## src/rtl/rf_op_sequencer.sv

```systemverilog
// rf_op_sequencer: runs one register-to-register op per command against a RegistersFile
// (read both operands, execute, write back, pulse done).
module rf_op_sequencer #(
    parameter int DATA_W = 32,
    parameter int ADDR_W = 5
) (
    input  logic              clk,
    input  logic              rst_n,
    input  logic              cmd_valid,
    output logic              cmd_ready,
    input  logic [2:0]        cmd_op,
    input  logic [ADDR_W-1:0] cmd_rs,
    input  logic [ADDR_W-1:0] cmd_rt,
    input  logic [ADDR_W-1:0] cmd_rd,
    input  logic [DATA_W-1:0] cmd_imm,
    output logic [ADDR_W-1:0] read_reg1,
    output logic [ADDR_W-1:0] read_reg2,
    input  logic [DATA_W-1:0] read_data1,
    input  logic [DATA_W-1:0] read_data2,
    output logic              write_enable,
    output logic [ADDR_W-1:0] write_reg,
    output logic [DATA_W-1:0] write_data,
    output logic              done,
    output logic [DATA_W-1:0] result,
    output logic              ovf
);
    localparam int MSB = DATA_W - 1;

    typedef enum logic [2:0] {S_IDLE, S_READ, S_EXEC, S_WRITE, S_DONE} state_t;

    state_t            r_state, w_next;
    logic [2:0]        r_op;
    logic [ADDR_W-1:0] r_rs, r_rt, r_rd, r_write_reg;
    logic [DATA_W-1:0] r_imm, r_a, r_b, r_result;
    logic              r_ovf;
    logic [DATA_W-1:0] w_sum, w_diff, w_alu;
    logic              w_ovf;

    always_comb begin
        w_next = r_state;
        case (r_state)
            S_IDLE:  w_next = cmd_valid ? S_READ : S_IDLE;
            S_READ:  w_next = S_EXEC;
            S_EXEC:  w_next = S_WRITE;
            S_WRITE: w_next = S_DONE;
            default: w_next = S_IDLE;
        endcase
    end

    assign w_sum  = r_a + r_b;
    assign w_diff = r_a - r_b;

    always_comb begin
        w_alu = '0;
        w_ovf = 1'b0;
        case (r_op)
            3'd0: begin
                w_alu = w_sum;
                w_ovf = (r_a[MSB] == r_b[MSB]) && (w_sum[MSB] != r_a[MSB]);
            end
            3'd1: begin
                w_alu = w_diff;
                w_ovf = (r_a[MSB] != r_b[MSB]) && (w_diff[MSB] != r_a[MSB]);
            end
            3'd2: w_alu = r_a & r_b;
            3'd3: w_alu = r_a | r_b;
            3'd4: w_alu = r_a ^ r_b;
            3'd5: w_alu = {{(DATA_W-1){1'b0}}, $signed(r_a) < $signed(r_b)};
            3'd6: w_alu = r_a << r_b[4:0];
            default: w_alu = r_imm;
        endcase
    end

    always_ff @(posedge clk or negedge rst_n) begin
        if (!rst_n) begin
            r_state     <= S_IDLE;
            r_op        <= '0;
            r_rs        <= '0;
            r_rt        <= '0;
            r_rd        <= '0;
            r_imm       <= '0;
            r_a         <= '0;
            r_b         <= '0;
            r_result    <= '0;
            r_ovf       <= 1'b0;
            r_write_reg <= '0;
        end else begin
            r_state <= w_next;
            if (r_state == S_IDLE && cmd_valid) begin
                r_op  <= cmd_op;
                r_rs  <= cmd_rs;
                r_rt  <= cmd_rt;
                r_rd  <= cmd_rd;
                r_imm <= cmd_imm;
            end
            if (r_state == S_READ) begin
                r_a <= read_data1;
                r_b <= read_data2;
            end
            if (r_state == S_EXEC) begin
                r_result    <= w_alu;
                r_ovf       <= w_ovf;
                r_write_reg <= r_rd;
            end
        end
    end

    // write_enable decodes straight from state so an async reset kills it at once
    assign cmd_ready    = (r_state == S_IDLE);
    assign done         = (r_state == S_DONE);
    assign write_enable = (r_state == S_WRITE) && (r_write_reg != '0);
    assign read_reg1    = r_rs;
    assign read_reg2    = r_rt;
    assign write_reg    = r_write_reg;
    assign write_data   = r_result;
    assign result       = r_result;
    assign ovf          = r_ovf;
endmodule

```

## config.mk

```make
export PLATFORM = sky130hd
export DESIGN_NAME = rf_op_sequencer
export DESIGN_NICKNAME = d
export VERILOG_FILES = /design/src/rtl/rf_op_sequencer.sv
export SDC_FILE = /design/constraint.sdc
export NUM_CORES = 1
export LEC_CHECK = 0
export CORE_MARGIN = 2
export CORE_UTILIZATION = 57
export CTS_BUF_LIST = sky130_fd_sc_hd__clkbuf_8
export CTS_CLUSTER_SIZE = 10
export DETAILED_ROUTE_END_ITERATION = 10
export PLACE_DENSITY = 0.88
export SKIP_LAST_GASP = 1
export SYNTH_ARGS = -nofsm -noshare
export SYNTH_HDL_FRONTEND = slang
export SYNTH_SLANG_ARGS = --single-unit
```

## constraint.sdc

```tcl
create_clock -name clk -period 4.6 [get_ports clk]
set_clock_uncertainty 0.05 [all_clocks]
set_input_delay 0.46 -clock clk [delete_from_list [all_inputs] [get_ports clk]]
set_output_delay 0.46 -clock clk [all_outputs]
set_load 0.005 [all_outputs]
```

Word level (Yosys, flattened, before mapping)
Index checks and enable logic that the tools add are counted.
{"block": "classes", "add_sub_neg": 2, "magnitude_cmp": 1, "n_eq_ne": 14, "shift": 1, "mux": 4, "bitwise": 3, "reduce_logical": 7}
{"cell": "$pmux 32 s7", "count": 1}
{"cell": "$add 32x32->32", "count": 1}
{"cell": "$and 32x32->32", "count": 1}
{"cell": "$lt 32x32->1", "count": 1}
{"cell": "$or 32x32->32", "count": 1}
{"cell": "$shl 32x5->32", "count": 1}
{"cell": "$sub 32x32->32", "count": 1}
{"cell": "$xor 32x32->32", "count": 1}
{"cell": "$eq 3x2->1 const B", "count": 4}
{"cell": "$eq 3x3->1 const B", "count": 4}
{"cell": "$pmux 3 s4", "count": 1}
{"cell": "$eq 3x1->1 const B", "count": 2}
{"cell": "$logic_not 3->1", "count": 2}
{"cell": "$reduce_bool 5->1", "count": 1}
{"cell": "$logic_and 1x1->1", "count": 4}
{"cell": "$ne 1x1->1", "count": 3}
{"cell": "$pmux 1 s2", "count": 1}
{"cell": "$eq 1x1->1", "count": 1}
{"cell": "$mux 1", "count": 1}
{"block": "word_totals", "reg_bits": 155, "wordCells": 43}

Logic depth before layout (Yosys ltp)
{"block": "depth", "word_depth": 4, "depth_mapped": 16}

Least setup slack after synthesis
OpenSTA, ideal clock, no wires.
{"block": "synth_timing", "kind": "reg2reg", "startpoint": "register r_b[1]", "endpoint": "register r_result[25] (netlist: result[25])", "setup_ns": 0.123, "arrival_time_ns": 3.769, "t_required_ns": 4.427, "slack_ns": 0.658, "path_stages_with_launch": 16, "synth_period_minus_slack_ns": 3.942, "path_cell_list": "dfrtp_1 > buf_2 > inv_1 > clkbuf_1 > buf_1 > ha_1 > nor2_1 > o211ai_1 > a2111oi_2 > a21oi_1 > o41ai_4 > a21oi_2 > o31ai_2 > mux2i_1 > nand4_1 > o221a_2"}
{"block": "synth_via", "elab_chain_len": 2, "elab_cells_between_ends": 4, "classes_between": "2 x add/sub; 1 x shift; 1 x mux"}
{"element": "from (decl)", "line_no": "34", "source": "logic [DATA_W-1:0] r_imm, r_a, r_b, r_result;"}
{"element": "from (signal assigned)", "line_no": "98", "source": "r_b <= read_data2;"}
{"element": "$sub 32x32->32 (tied with other cells)", "line_no": "51", "source": "assign w_diff = r_a - r_b;"}
{"element": "$pmux 32 s7 *", "line_no": "56", "source": "case (r_op)"}
{"element": "to (signal assigned)", "line_no": "101", "source": "r_result <= w_alu;"}
{"element": "to (decl)", "line_no": "34"}
Every way passes the cells marked *; elsewhere a longest branch is shown, timed or not.
A chain may end at the register's enable or synchronous reset.

Worst setup path after layout
{"block": "layout_timing", "startpoint": "register r_a[6]", "endpoint": "register r_result[31] (netlist: result[31])"}
{"block": "layout_via", "elab_chain_len": 2, "elab_cells_between_ends": 4, "classes_between": "2 x add/sub; 1 x shift; 1 x mux"}
{"element": "from (decl)", "line_no": "34"}
{"element": "from (signal assigned)", "line_no": "97", "source": "r_a <= read_data1;"}
{"element": "$sub 32x32->32 (tied with other cells)", "line_no": "51"}
{"element": "$pmux 32 s7 *", "line_no": "56"}
Marked as above.

==> reports/qor.txt <==
crit path time final -> 4.04 ns
# diodes -> 0
Worst-path clk slew -> 0.12 ns
root buf cell -> clkbuf_8
total CTS buffers -> 17
post-synthesis sequential area ratio -> 29.5%
Max Cap Viol -> 0
vias per cell -> 6.67
register area -> 3880 sq um
CP Capture Point -> result[31]
Die X -> 156 um
standard-cell row count -> 55
Core Area -> 22,600 sq um
most numerous cell in the Yosys netlist -> nand2_1
slowest CP cell -> dfrtp_1
wire per inst -> 24.2 um
vias in the first global route -> 13.0k
Crit. Startpoint -> r_a[6]
Async SR Flop Fraction -> 100%
top cell type's share of synthesized area -> 29.5%
routed wire length -> 47,700 um
depth of the CTS H-tree -> 4
CP most frequent cell -> a21oi_1
fmax -> 0.247 GHz
number of enable flip-flop cells after synthesis -> 0
Die H -> 156 um
drt drc -> 0
Synth area leader -> dfrtp_1
period utilisation layout -> 87.9%
Routed Antenna Nets -> 0
Worst Hold Class -> flip-flop to flip-flop
top_reg_cell synth -> dfrtp_1
Initial Util -> 58.2%
WP data arrival -> 4.43 ns
Total GRT Usage -> 39.5%
total global routing overflow -> 0
final hold vios -> 0
post-CTS sizing -> 0
hold slack -> 0.429 ns
Final Setup Violations -> 0
number of buffer cells added on primary ports -> 199
worst skew pair latency -> 0.51 ns
Yosys warnings -> 0
Area contributors post-synth -> dfrtp_1 (29%), ha_1 (9.8%), a21oi_1 (5.5%), o21ai_0 (5.4%), nand2_1 (5.2%)
Area Growth Syn to Fin -> 18.3%
Gate Count Post-Synth -> 1,560
largest net degree at the start of global routing -> 86
reg2reg path depth -> 12
CTS Buffer Depth -> 2
Slowest Stage Delay on Critical Path -> 0.48 ns
Vias -> 13.1k
Slew @ Worst Pin -> 1.14 ns
Critical Path End Type -> flip-flop
CP startpoint kind -> flip-flop
max_slew headroom -> 23.6%
Post-Syn Nets -> 1,782
post-detail-place hpwl -> 36,000 um
Die Area -> 24,300 sq um
Post-CTS Repair Setup Buffers -> 0
initial DRC count -> 1,279
RSZ-0062 raised after global routing -> false
ratio of cells with drive above 1 in the final layout -> 11.3%
cells along the critical path -> inv_1 -> ha_1 -> a2111oi_4 -> o21ai_2 -> a31oi_4 -> or4_1 -> o2111ai_2 -> a21oi_1 -> and3b_1 -> a21oi_1 -> or3_1 -> a31oi_1
outcome -> completed
setup_tns -> 0 ns
GPL Wtd Cong -> 1.01
critical path class -> flip-flop to flip-flop
setup slack, reg-to-reg -> 0.56 ns
average size of a mapped cell -> 8.44 sq um
hold buffer count at CTS -> 1
worst-path fanout max -> 9
worst r2r src -> r_a[6]
First-pass DRT Iterations -> 8
initial antenna violation count -> 2
nets -> 1,893
mapped cell area -> 13,200 sq um
Slew Viols, Final -> 0
filler instances -> 1,788
CP required -> 4.99 ns
multi-input logic area -> 8230 sq um
Netlist cell types -> 93
CTS tree -> yes
R2R Path End -> result[31]
top cells by count, synth -> nand2_1 (182), dfrtp_1 (155), a21oi_1 (146)
clock sinks -> 155
FF+latch count, synth -> 155
I/O pins -> 200
first-pass GRT wire length -> 74,000 um
## through the flow
| step | setup WS, ns | instance area, sq um | std cells | utilization [%] |
|---|---|---|---|---|
| after floorplan | 0.658 | 13200 | 1560 | - |
| after global placement | 0.821 | 15100 | 1936 | 66.9 |
| after detailed placement | 0.832 | 15100 | 1936 | 66.9 |
| after CTS | 0.795 | 15600 | 1969 | 68.8 |
| after global routing | 0.477 | 15600 | 1969 | 68.8 |
| final | 0.559 | 15600 | 1969 | 68.8 |
## cells in the final DEF (no fill, tap or decap), types with 38 or more instances in the layout
master,netlist,routed
nand2_1,182,182
o21ai_0,142,142
inv_1,99,99
mux2_2,57,57
clkdlybuf4s50_1,0,198
dfrtp_1,155,154
ha_1,103,103
buf_4,36,38
a21oi_1,146,146
nor2_1,86,86
## per-layer routing
| metal | vias to the layer above | part of all wire, % | track usage, % |
|---|---|---|---|
| met2 | 866 | 46 | 62.8 |
| met1 | 6248 | 38 | 50.2 |
| met5 | - | 0.023 | 0 |
| li1 | 5829 | - | - |
| met4 | 2 | 5.8 | 21.3 |
| met3 | 188 | 10 | 9.00 |
## cell type report
cell class	instances	area share, %
multi-input combinational	1157	52.9
sequential	155	24.9
timing repair buffer	239	14.8
inverter	101	2.43
tap	285	2.29
clock buffer	17	1.50
clock inverter	15	1.17
## cells by family (layout without fill, tap and decap cells)
family	count (synthesis)	count (layout)	share of synthesized area, %
XOR/XNOR	13	13	0.865
adder cells (fa/ha/maj)	105	105	10.1
AO/OA/AOI/OAI	533	533	26.7
multiplexers	107	107	10.9
buffers and inverters	248	372	8.28
flip-flops	155	155	29.5
AND/OR/NAND/NOR	399	399	13.7
## how the worst min path moves through the flow
stage               startpoint      endpoint  slack (ns)  depth (start not counted)
finish                 r_rd[3]  write_reg[3]        0.43                          2
global route         cmd_op[0]       r_op[0]        0.47                          3
CTS                    r_rd[3]  write_reg[3]        0.43                          2
detailed placement     r_rd[3]  write_reg[3]        0.40                          2
global placement       r_rd[1]  write_reg[1]        0.39                          2
floorplan                rst_n           ovf        0.11                          0
## worst max-delay path: cells and delay by family (launching register included)
family,cells,cell delay [ns]
and+or+nand+nor,3,0.91
adders and majority gates,1,0.47
buffers and inverters,1,0.11
DFF,1,0.48
AOI/OAI and AO/OA,7,1.95
Power is not shown: default switching activity piles up to over one toggle a cycle in this logic, so the estimate is an artifact.
